`src/rtl/console_ctrl.sv`:
```
// console_ctrl: TTY output FIFO with IDLE/SEND/GAP drain FSM plus keyboard latch; CONSOLE_ECHO_EN adds local echo
module console_ctrl #(
    parameter int DEPTH = 8
) (
    input  logic       clk,
    input  logic       reset_n,
    input  logic       tty_wr_en,
    input  logic [6:0] tty_wr_data,
    output logic       tty_ready,
    output logic       tty_dev_valid,
    output logic [6:0] tty_dev_data,
    input  logic       tty_dev_ack,
    output logic       tty_overflow,
    input  logic       kb_dev_valid,
    input  logic [6:0] kb_dev_data,
    output logic       kb_status,
    output logic [6:0] kb_data,
    input  logic       kb_read_en,
    output logic       kb_overrun
);
    localparam int AW = $clog2(DEPTH);
    typedef enum logic [1:0] {IDLE, SEND, GAP} state_t;
    state_t        state;
    logic [6:0]    mem [DEPTH];
    logic [AW-1:0] wptr, rptr;
    logic [AW:0]   count;
    logic          full, push, pop, drop;
    logic [6:0]    push_data;
    // count never exceeds DEPTH, a power of two, so its MSB alone means full
    assign full      = count[AW];
    assign tty_ready = ~full;
    assign pop       = (state == SEND) && tty_dev_ack;
`ifdef CONSOLE_ECHO_EN
    assign push      = !full && (tty_wr_en || kb_dev_valid);
    assign push_data = tty_wr_en ? tty_wr_data : kb_dev_data;
    assign drop      = (tty_wr_en && full) || (kb_dev_valid && (tty_wr_en || full));
`else
    assign push      = tty_wr_en && !full;
    assign push_data = tty_wr_data;
    assign drop      = tty_wr_en && full;
`endif
    always_ff @(posedge clk)
        if (push) mem[wptr] <= push_data;
    always_ff @(posedge clk or negedge reset_n)
        if (!reset_n) begin
            wptr         <= '0;
            rptr         <= '0;
            count        <= '0;
            tty_overflow <= 1'b0;
        end else begin
            if (push) wptr <= wptr + 1'b1;
            if (pop) rptr <= rptr + 1'b1;
            if (push && !pop) count <= count + 1'b1;
            else if (pop && !push) count <= count - 1'b1;
            if (drop) tty_overflow <= 1'b1;
        end
    // count and rptr are already post-pop when GAP decides whether to resend
    always_ff @(posedge clk or negedge reset_n)
        if (!reset_n) begin
            state         <= IDLE;
            tty_dev_valid <= 1'b0;
            tty_dev_data  <= '0;
        end else begin
            case (state)
                IDLE, GAP: begin
                    if (count != '0) begin
                        state         <= SEND;
                        tty_dev_valid <= 1'b1;
                        tty_dev_data  <= mem[rptr];
                    end else begin
                        state <= IDLE;
                    end
                end
                SEND: begin
                    if (tty_dev_ack) begin
                        state         <= GAP;
                        tty_dev_valid <= 1'b0;
                    end
                end
                default: begin
                    state         <= IDLE;
                    tty_dev_valid <= 1'b0;
                end
            endcase
        end
    always_ff @(posedge clk or negedge reset_n)
        if (!reset_n) begin
            kb_status  <= 1'b0;
            kb_data    <= '0;
            kb_overrun <= 1'b0;
        end else if (kb_dev_valid) begin
            kb_data   <= kb_dev_data;
            kb_status <= 1'b1;
            if (kb_status && !kb_read_en) kb_overrun <= 1'b1;
        end else if (kb_read_en) begin
            kb_status  <= 1'b0;
            kb_overrun <= 1'b0;
        end
endmodule

```
`config.mk`:
```
export PLATFORM = sky130hd
export DESIGN_NAME = console_ctrl
export DESIGN_NICKNAME = d
export VERILOG_FILES = /design/src/rtl/console_ctrl.sv
export SDC_FILE = /design/constraint.sdc
export NUM_CORES = 1
export LEC_CHECK = 0
export ABC_AREA = 1
export BUFFER_PORTS_ARGS = -buffer_cell sky130_fd_sc_hd__buf_2
export CAP_MARGIN = 30
export CORE_UTILIZATION = 48
export CTS_BUF_LIST = sky130_fd_sc_hd__clkbuf_16
export DETAILED_ROUTE_END_ITERATION = 7
export PLACE_DENSITY = 0.67
export SLEW_MARGIN = 10
export SYNTH_ARGS = -nofsm -noshare
export SYNTH_HDL_FRONTEND = slang
export SYNTH_SLANG_ARGS = --single-unit
```
`constraint.sdc`:
```
create_clock -name clk -period 3.87 [get_ports clk]
set_clock_uncertainty 0.1 [all_clocks]
set_input_delay 0.1935 -clock clk [delete_from_list [all_inputs] [get_ports clk]]
set_output_delay 0.1935 -clock clk [all_outputs]
set_load 0.005 [all_outputs]
```
# Yosys cells after proc, flatten, opt, wreduce, memory -nomap -nowiden
# Memories as Yosys holds them, arrays and structs flattened. A register that Yosys moved wholly into a read port is not among the register bits.
# Cells that the tools add are included.
# totals
register_bits	23
ramBits	56
in_bits	20
out_inout_bits	19
elab_cells	53
n_memories	1
# classes
n_addsub	4
eq_ne	5
mux	14
bitwise	1
reduce_logical	19
# memory_table
name	words	word_bits	rd	rd_clocked_by_memory_dff	wr	line	rtl
mem	8	7	1	1	1	24	logic [6:0] mem [DEPTH];
# ops
op	count
$mux W1	9
$mux W4	2
$add A3 B1 Y3 const B	2
$logic_and A1 B1 Y1	6
$reduce_and A2 Y1	3
$logic_not A1 Y1	5
$add A4 B1 Y4 const B	1
$ne A2 B2 Y1 const B	2
$pmux W2 S2	1
$reduce_bool A2 Y1	2
$reduce_bool A4 Y1	1
$sub A4 B1 Y4 const B	1
$eq A2 B1 Y1 const B	1
$eq A2 B2 Y1 const B	1
$logic_not A2 Y1	1
$mux W2	1
$ne A2 B1 Y1 const B	1
$pmux W1 S2	1
$reduce_or A2 Y1	1
$not A1 Y1	1

# Logic depth before layout (Yosys ltp)
# Gate-level depths: netlist of run 1.
# depth
ltp_word	6
mapped_depth	13
ltp_nobuf	13

# Worst setup path before layout of run 1
# OpenSTA, ideal clock, no wires.
# synth_path
path_kind	register -> register
startpoint	register count[3]
endpoint	register count[3]
arrival_time_ps	1715
path_slack_ps	1939
path_stages_with_launch	12
n_path_buf	0
period_less_slack_ps	1931
path_cell_list	dfrtp_1 > inv_1 > nand2_1 > inv_1 > ha_1 > inv_1 > ha_1 > or2_2 > nand3_1 > nand2_1 > nand2_1 > nand2_1
# synth_between
elab_chain_len	5
# synth_lines
item	line	rtl
start, declared	26	logic [AW:0] count;
start signal, assigned	53	if (push && !pop) count <= count + 1'b1;
start signal, assigned	54	else if (pop && !push) count <= count - 1'b1;
$logic_not A1 Y1 (*)	38	assign push = tty_wr_en && !full;
$logic_and A1 B1 Y1 (*)	38	
via push	27	logic full, push, pop, drop;
$logic_not A1 Y1	54	
$logic_and A1 B1 Y1	54	
$reduce_bool A2 Y1 (no source line)	--	
# Mark *: on every way through the listed nets, which the timed path passes. The rest lies on a longest branch. The select of a mux whose other input is x is not followed.
# A chain may end at the register's enable or synchronous reset.

# Worst setup path in the final report of run 1
# layout_path
startpoint	input port tty_wr_en
endpoint	register count[3]
# layout_between
elab_chain_len	4
# layout_lines
item	line	rtl
start, declared	7	input logic tty_wr_en,
$logic_and A1 B1 Y1 (*)	38	
via push	27	
$logic_not A1 Y1	54	
$logic_and A1 B1 Y1	54	
$reduce_bool A2 Y1 (no source line)	--	
# Mark *: on every way through the listed nets, which the timed path passes. The rest lies on a longest branch.

==> results of run 1 <==
## path summary, 6_finish.rpt
path | cells past startpoint | start | slack [ns] | to
max | 12 | tty_wr_en | 1.79 | count[3]
min | 2 | tty_dev_ack | 0.02 | state[0]
max reg2reg | 11 | count[3] | 1.80 | count[3]
min in group asynchronous | 2 | reset_n | 0.33 | tty_dev_data[1]
max in group asynchronous | 2 | reset_n | 2.92 | count[0]
min reg2reg | 1 | tty_overflow | 0.35 | tty_overflow
## registers in the layout (all words and copies together), names as in the netlist
register and flops:
count 4, kb_data 7, kb_overrun 1, kb_status 1
mem 56, rptr 3, state 2, tty_dev_data 7
tty_dev_valid 1, tty_overflow 1, wptr 3
## cell usage after synthesis (all sizes together)
cell type,number,share of area (%)
nand2,134,14
fa,1,0.54
o21ai,8,1.1
edfxtp,56,45
ha,5,1.7
a21o,1,0.20
clkinv,2,0.20
dfrtp,30,20
inv,56,5.7
xor2,3,0.71
a31oi,1,0.57
nand3,45,6.1
xnor2,2,0.47
buf,10,2.1
or2,2,0.34
nor2,10,1.0
## power by group
group	switching [uW]	internal, uW
clock	340	510
combinational	633	341
sequential	140	1170
## area by class of cell
class                   instances  area (um^2)
well taps                      99          124
flip-flops and latches         86         2430
clock inverters                 5         27.5
repair buffers                 48          288
clock buffers                  11          275
multi-input cells             212          973
fillers                       639         3030
inverters                      58          218
## metal layers
metal | wire length [um] | global-route usage (%)
met5 | 0 | 0
met4 | 220 | 9.29
met2 | 3450 | 32.9
met3 | 413 | 3.89
met1 | 3150 | 24.3
## cell families after synthesis
family,Yosys count
buffers and inverters,68
AOI/OAI and AO/OA,10
and+or+nand+nor,191
DFF,86
adders and majority gates,6
xor gates and xnor gates,5
## metrics by stage
| stage | total power (uW) | setup slack (ns) | hold slack (ns) |
|---|---|---|---|
| final | 3140 | 1.79 | 0.0185 |
| after global routing | 3330 | 1.59 | 0.0166 |
| after CTS | 3150 | 1.80 | 0.00451 |
| after detailed placement | 2290 | 1.83 | 0.164 |
| after global placement | 2260 | 1.87 | 0.154 |
| after floorplan | 2030 | 1.94 | -0.202 |
## repair_timing
action	in CTS	in global routing
hold buffers	9	0
endpoints found under the hold margin	38	0
buffers inserted	0	0
## layout by cell type (no fill, tap or decap)
cell	synthesis	final
nand3_1	45	45
a21o_1	1	1
ha_1	5	5
edfxtp_1	56	56
o21ai_0	8	8
a31oi_4	1	1
buf_4	1	1
buf_2	5	38
dlygate4sd3_1	0	9
dfrtp_1	30	30
nand2_1	134	134
inv_1	53	54
clkbuf_16	0	11
inv_6	0	1
inv_4	0	1
nor2_1	10	10
xor2_1	3	3
clkinv_2	0	1
clkinv_1	2	2
xnor2_1	2	2
or2_2	2	2
fa_1	1	1
inv_2	3	4
==> impl_metrics.yaml, run 1 <==
cts:
  cts_buffers: 9
  cts-htree-levels: 3
  clkSlewWorstSetupHoldPaths_ns: 0.06
  cts_resized: 0
  cts_sinks: 86
  cts_tree: "built"
  cts-root-buf: "clkbuf_16"
  cts_buffer_depth: 2
  clk-insertion-delay-late_ns: 0.33
global_route:
  grt_pass1_vias: 2516
  grt_first_pass_wirelength_um: 12000
  overflow: 0
  antenna_found_initial: 0
  grt_max_degree: 31
  grt_usage_pct: 19.6
route:
  vias_per_cell: 4.85
  dr.pass1.iters: 4
  drc: 0
  antenna_left: 0
  num_vias: 2515
  wl_per_cell_um: 13.9
  drtIter0Drc: 168
  routed_wirelength_um: 7230
floorplan:
  die_area_um2: 8070
  rows: 31
  die_x_um: 89.8
  ios: 39
  core_um2: 7370
  die_h_um: 89.8
  initial_core_util_pct: 50.2
setup_path:
  crit_buf_inv: 4
  critPathSlowestCell: "dlygate4sd3_1"
  crit_path_end_kind: "register"
  worstPathArrival_ns: 2.20
  start_kind: "input pin"
  critPathTopFamily: "buffers and inverters"
  path_common_cell: "nand2_1"
  crit_type: "in -> reg"
  cp_max_fo: 5
  required_ns: 3.99
  crit_chain: "dlygate4sd3_1, buf_2, nand2_1, inv_1, ha_1, inv_1, ha_1, or2_2, nand3_1, nand2_1, nand2_1, nand2_1"
  slowest_delay_ns: 0.53
synth:
  syn-instance-count: 366
  syn_area_um2: 3700
  synth_top_family_by_area: "simple AND/OR/NAND/NOR gates"
  synth_fp_nets: 392
  yosysSeqAreaShare_pct: 65.7
  ys_ff_latch: 86
  syn_avg_cell_area_um2: 10.1
  synth_compound_area_share_pct: 1.86
  synthDistinctLibCells: 19
  muxShareOfSynthArea_pct: 0
  ys_warn_count: 0
  synth_simple_gate_area_share_pct: 21.0
  synthAdderAreaFrac_pct: 2.23
  synth-xor-area-share_pct: 1.18
place:
  dp_hpwl_um: 4580
  place_inst: 494
  place_area_um2: 3950
  portBuffers: 38
  gp_congestion: 0.770
cells_and_area:
  drive_gt1_share_pct: 14.3
  final_cells: 519
  num_antenna_cells: 0
  fin_util_pct: 58.9
  fin_area_um2: 4340
  layout.nets: 441
  area_growth_pct: 17.2
timing:
  relSlewSlack_pct: 45.3
  hold_viol: 0
  worst_pin_slew_ns: 0.817
  setup-violations-final: 0
  period_needed_ns: 2.08
  maxSlewViolCount: 0
  fin_setup_tns_ns: 0
  min_period_over_period_pct: 53.7
  grt_setup_unrepaired: "false"
  timing.fmax_mhz: 481
worst_hold_path:
  min_path_type: "in -> reg"
job:
  maxCapViolCount: 0
power:
  p_leak_uw: 0.00204
  vdd.ir_drop.worst_mv: 0.372
  powerDensity_nw_per_um2: 723
run_status:
  status: "completed"
Note: power is estimated with default switching activity, not from simulation.
==> run 2, diff against run 1 <==
--- a/config.mk
+++ b/config.mk
@@ -11,7 +11,7 @@
 export CORE_UTILIZATION = 48
 export CTS_BUF_LIST = sky130_fd_sc_hd__clkbuf_16
 export DETAILED_ROUTE_END_ITERATION = 7
-export PLACE_DENSITY = 0.67
+export PLACE_DENSITY = 0.7
 export SLEW_MARGIN = 10
 export SYNTH_ARGS = -nofsm -noshare
 export SYNTH_HDL_FRONTEND = slang
==> constraint.sdc (replaced) <==
create_clock -name clk -period 1.67 [get_ports clk]
set_clock_uncertainty 0.1 [all_clocks]
set_input_delay 0.0835 -clock clk [delete_from_list [all_inputs] [get_ports clk]]
set_output_delay 0.0835 -clock clk [all_outputs]
set_load 0.005 [all_outputs]
==> impl_metrics.yaml, run 2 (synthesized netlist as in run 1, its figures left out) <==
route:
  routed_wirelength_um: 7530
  num_vias: 2692
  wl_per_cell_um: 13.5
  vias_per_cell: 4.83
  drtIter0Drc: 153
  drc: 0
  antenna_left: 0
  dr.pass1.iters: 4
timing:
  fin_setup_tns_ns: -0.0455
  worst_pin_slew_ns: 0.661
  hold_viol: 0
  relSlewSlack_pct: 55.9
  setup-violations-final: 1
  min_period_over_period_pct: 103
  maxSlewViolCount: 0
  period_needed_ns: 1.72
  grt_setup_unrepaired: "true"
  fin_ws_ns: -0.0455
  timing.fmax_mhz: 583
cts:
  cts-root-buf: "clkbuf_16"
  clk-insertion-delay-late_ns: 0.33
  cts_buffer_depth: 2
  cts_tree: "built"
  cts_sinks: 86
  cts_buffers: 9
  clkSlewWorstSetupHoldPaths_ns: 0.07
  cts-htree-levels: 3
setup_path:
  crit_chain: "inv_2, nand2_2, inv_2, ha_4, inv_4, ha_4, or2_4, nand2_2, nand3_2, nand2_1, nand2_1, nand2_1"
  crit_end: "count[3]"
  worstPathArrival_ns: 1.88
  cp_max_fo: 4
  reg2reg_depth: 12
  critPathSlowestCell: "dfrtp_1"
  crit_type: "reg -> reg"
  start_kind: "register"
  slowest_delay_ns: 0.38
  crit_start: "count[3]"
  crit_path_end_kind: "register"
  r2r_setup_slack_ns: -0.05
  required_ns: 1.84
  r2r-start: "count[3]"
  r2r-end: "count[3]"
  path_common_cell: "nand2_1"
cells_and_area:
  fillers: 577
  layout_common_cells: "nand2_1 (130), edfxtp_1 (56), inv_1 (49)"
  largest_register_ffs: 56
  layout.nets: 479
  num_antenna_cells: 0
  final_cells: 557
  regMostFlops: "mem"
  final_common_cell: "nand2_1"
  drive_gt1_share_pct: 20.7
  area_growth_pct: 26.9
  top_regs: "mem x56, kb_data x7, tty_dev_data x7"
power:
  powerDensity_nw_per_um2: 1600
  vdd.ir_drop.worst_mv: 0.591
  p_leak_uw: 0.00219
global_route:
  grt_first_pass_wirelength_um: 12600
  antenna_found_initial: 0
  grt_pass1_vias: 2638
  overflow: 0
  grt_usage_pct: 20.4
  grt_max_degree: 31
floorplan:
  die_area_um2: 8070
  ios: 39
  core_um2: 7370
  die_h_um: 89.8
  initial_core_util_pct: 50.2
  die_x_um: 89.8
  rows: 31
run_status:
  violations: "negative setup slack"
  status: "finished, violations left"
place:
  portBuffers: 38
  dp_hpwl_um: 4720
  gp_congestion: 0.817
  place_inst: 510
worst_hold_path:
  min_path_type: "in -> reg"
job:
  maxCapViolCount: 0
==> run 2: cell count changes in the layout (fill, tap and decap cells not counted), sizes merged <==
| cell | delta |
|---|---|
| clkinv | +2 |
| clkbuf | -2 |
| buf | +21 |
| clkinvlp | +1 |
| inv | -1 |
| dlygate4sd3 | +17 |
==> run 2: area by class of cell <==
class / count / area, um^2 / area share [%]
clock inverter: 7 / 46.3 / 0.986
sequential: 86 / 2430 / 51.8
inverter: 58 / 220 / 4.69
clock buffer: 9 / 225 / 4.79
timing repair buffer: 86 / 616 / 13.1
multi-input combinational: 212 / 1030 / 22.0
tap: 99 / 124 / 2.64
==> run 2: metal layers <==
metal	global-route usage, %	vias to the layer above	wire length [um]
met3	4.99	6	318
met2	33.2	65	3740
met5	0	-	0
li1	-	1334	-
met4	7.79	0	41
met1	26.5	1287	3430
==> run 2: how the worst min path moves through the flow <==
| stage | start | endpoint | slack [ns] | cells after the start |
|---|---|---|---|---|
| after floorplan | reset_n | count[0] | -0.31 | 0 |
| after global placement | reset_n | tty_dev_data[0] | 0.05 | 1 |
| after detailed placement | reset_n | tty_dev_data[1] | 0.06 | 1 |
| after CTS | kb_dev_valid | kb_overrun | 0.04 | 3 |
| after global routing | kb_dev_valid | kb_overrun | 0.10 | 3 |
| final | kb_dev_valid | kb_overrun | 0.07 | 3 |
==> run 2: where the power goes <==
group          switching (uW)  internal, uW  total, uW
clock network             806          1010       1820
logic                    1650          1110       2760
registers                 226          2710       2940
total                    2690          4830       7520
==> run 2: stage by stage <==
stage	hold WS [ns]	cell area [um^2]	util (%)	worst slack, ns	total power, uW
after floorplan	-0.312	3740	-	0.0124	4800
after global placement	0.0473	4110	55.7	0.0257	5450
after detailed placement	0.0570	4110	55.7	-0.0257	5550
after CTS	0.0389	4660	63.3	-0.0154	7460
after global routing	0.104	4700	63.7	-0.127	8040
final	0.0653	4700	63.7	-0.0455	7520
==> run 2: what timing repair did <==
item,4_1_cts,5_1_grt
pin swaps,1,2
gates resized for setup,2,4
hold endpoints to repair,99,0
setup endpoints to repair,1,2
setup buffers,2,3
hold buffers,26,0
==> run 2: worst max-delay path, delay by kind of cell (launching register included) <==
| family | cells | cell delay (ns) |
|---|---|---|
| buffers and inverters | 3 | 0.20 |
| AND/OR/NAND/NOR | 7 | 0.61 |
| flip-flops | 1 | 0.38 |
| adder cells (fa/ha/maj) | 2 | 0.36 |
==> run 3, diff against run 2 <==
--- a/config.mk
+++ b/config.mk
@@ -5,13 +5,12 @@
 export SDC_FILE = /design/constraint.sdc
 export NUM_CORES = 1
 export LEC_CHECK = 0
-export ABC_AREA = 1
 export BUFFER_PORTS_ARGS = -buffer_cell sky130_fd_sc_hd__buf_2
 export CAP_MARGIN = 30
-export CORE_UTILIZATION = 48
+export CORE_UTILIZATION = 50
 export CTS_BUF_LIST = sky130_fd_sc_hd__clkbuf_16
 export DETAILED_ROUTE_END_ITERATION = 7
-export PLACE_DENSITY = 0.7
+export PLACE_DENSITY = 0.72
 export SLEW_MARGIN = 10
 export SYNTH_ARGS = -nofsm -noshare
 export SYNTH_HDL_FRONTEND = slang
==> impl_metrics.yaml, run 3 <==
timing:
  min_period_over_period_pct: 115
  period_needed_ns: 1.93
  timing.fmax_mhz: 519
  maxSlewViolCount: 0
  fin_ws_ns: -0.258
  setup-violations-final: 4
  relSlewSlack_pct: 55.5
  hold_viol: 0
  worst_pin_slew_ns: 0.667
  grt_setup_unrepaired: "true"
cts:
  cts-root-buf: "clkbuf_16"
  cts_buffer_depth: 2
  cts_tree: "built"
  cts_sinks: 86
  cts_buffers: 9
  clkSlewWorstSetupHoldPaths_ns: 0.06
  cts-htree-levels: 3
  clk-insertion-delay-late_ns: 0.33
global_route:
  overflow: 0
  grt_pass1_vias: 2133
  met1_usage_pct: 25.0
  grt_max_degree: 31
  antenna_found_initial: 0
  grt-busiest-layer: "met2"
  grt_first_pass_wirelength_um: 10300
  grtUsageMet2_pct: 31.9
  grt_usage_pct: 19.4
  grt_util_met3_pct: 3.95
route:
  num_vias: 2184
  antenna_left: 0
  routed_wirelength_um: 6450
  vias_per_cell: 5.18
  wl_per_cell_um: 15.3
  dr.pass1.iters: 5
  drc: 0
  drtIter0Drc: 174
synth:
  synth-main-ff-cell: "edfxtp_1"
  yosysMostFrequentCell: "edfxtp_1"
  synth_top_family_by_area: "multiplexers"
  ys_warn_count: 0
  syn_area_um2: 3500
  synthTopCellsByArea: "edfxtp_1 (48%), dfrtp_1 (21%), mux2i_1 (8.3%), a22oi_1 (3.0%), mux2_2 (2.6%)"
  synth-xor-area-share_pct: 1.50
  async_flop_share_pct: 34.9
  ys_ff_latch: 86
  syn-instance-count: 232
  synthTopCellsByCount: "edfxtp_1 (56), dfrtp_1 (30), mux2i_1 (29)"
  synth_fp_nets: 258
  yosysSeqAreaShare_pct: 69.5
  synth_top_area_cell: "edfxtp_1"
  synthAdderAreaFrac_pct: 2.36
  synth_edf_count: 56
  syn_avg_cell_area_um2: 15.1
  muxShareOfSynthArea_pct: 11.2
  synthDistinctLibCells: 33
  synth_compound_area_share_pct: 6.36
  synth_simple_gate_area_share_pct: 6.86
  synth_top_area_share_pct: 48.1
cells_and_area:
  fin_util_pct: 67.2
  fin_area_um2: 4560
  largest_register_ffs: 56
  final_cells: 422
  layout_common_cells: "edfxtp_1 (56), buf_2 (38), mux2i_1 (29), dfrtp_1 (29), buf_4 (29)"
  regMostFlops: "mem"
  layout.nets: 347
  final_common_cell: "edfxtp_1"
  num_antenna_cells: 0
  drive_gt1_share_pct: 33.1
  area_growth_pct: 30.4
  top_regs: "mem x56, kb_data x7, tty_dev_data x7"
floorplan:
  core_um2: 6790
  die_x_um: 85.7
  ios: 39
  die_area_um2: 7340
  rows: 30
  initial_core_util_pct: 51.5
  die_h_um: 85.7
power:
  p_int_uw: 5220
  clockPowerShare_pct: 25.1
  vdd.ir_drop.worst_mv: 0.708
  seq_power_share_pct: 39.5
  p_leak_uw: 0.00186
  pwr-share-comb_pct: 35.4
  switching_power_uw: 2410
  powerDensity_nw_per_um2: 1670
  switching_share_pct: 31.6
  fin_total_pwr_uw: 7630
place:
  gp_congestion: 0.816
  portBuffers: 38
  dp_hpwl_um: 4300
  place_area_um2: 4020
  place_inst: 383
  pre_cts_ws_ns: -0.324
setup_path:
  crit_path_end_kind: "register"
  start_kind: "register"
  cp_max_fo: 3
  crit_type: "reg -> reg"
  required_ns: 1.78
  r2r-start: "state[1]"
  crit_start: "state[1]"
  worstPathArrival_ns: 2.03
job:
  maxCapViolCount: 0
run_status:
  status: "finished, violations left"
  violations: "negative setup slack"
worst_hold_path:
  min_path_type: "in -> reg"
  hold_start: "tty_dev_ack"
## run 3: cell count changes after synthesis, sizes merged, moves of 4 or more
cell / change
a22oi: +14
nor3: +5
mux2i: +29
nand2b: +4
inv: -51
nand2: -116
nand3: -38
mux2: +9
## run 3: path summary, 6_finish.rpt
check	endpoint	slack (ns)	depth (start not counted)
max in group asynchronous	count[3]	0.77	2
worst max-delay path	count[3]	-0.26	10
worst min-delay path	tty_dev_valid	0.04	3
min in group asynchronous	tty_dev_data[4]	0.22	2
worst min register to register	tty_overflow	0.36	1
worst max register to register	count[3]	-0.26	10
## run 3: cell type report
cell class                      instances  area (um^2)
Fill cell                             466         2230
Clock inverter                          7         63.8
Sequential cell                        86         2430
Clock buffer                            9          225
Multi-Input combinational cell        132         1080
Tap cell                               96          120
Timing Repair Buffer                   87          618
Inverter                                5         21.3
## run 3: what timing repair did
action	in CTS	in global routing
resized for setup	4	3
endpoints found under the setup margin	31	31
pin swaps	1	1
hold buffers	19	0
hold endpoints to repair	97	0
setup buffers	3	1
## run 3: routing by layer
metal	wire length (um)	part of all wire (%)
met1	2710	42
met2	3240	50
met3	407	6.3
met4	95	1.5
met5	0	0
## run 3: stage by stage
step,hold WS [ns],setup TNS [ns]
after CTS,0.0359,-0.535
after global placement,0.0466,-0.540
after global routing,0.0693,-1.64
final,0.0352,-0.583
after floorplan,-0.312,-0.404
after detailed placement,0.0505,-0.884
## run 3: logic make-up (layout without fill, tap and decap cells)
kind of cell | after synthesis | after routing
buffers and inverters | 14 | 108
adder cells (fa/ha/maj) | 6 | 6
XOR/XNOR | 6 | 6
AO/OA/AOI/OAI | 34 | 34
multiplexers | 38 | 38
flip-flops | 86 | 86
AND/OR/NAND/NOR | 48 | 48
## run 3: power groups by stage
stage,logic [uW],registers [uW],clock network (uW)
5_1_grt,2990,3060,2050
4_1_cts,2670,3020,1950
2_1_floorplan,1680,3020,0
3_5_place_dp,2510,3050,0
6_report,2700,3020,1910
3_3_place_gp,2450,3020,0
## run 3: critical path: stages, from the launching register on
cell and delay [ns]:
dfrtp_1 0.37, nand2b_4 0.15, nor2_4 0.09, inv_2 0.06
ha_4 0.16, inv_4 0.06, ha_4 0.18, a21o_1 0.19
a21oi_2 0.14, mux2i_1 0.21, o31ai_1 0.09
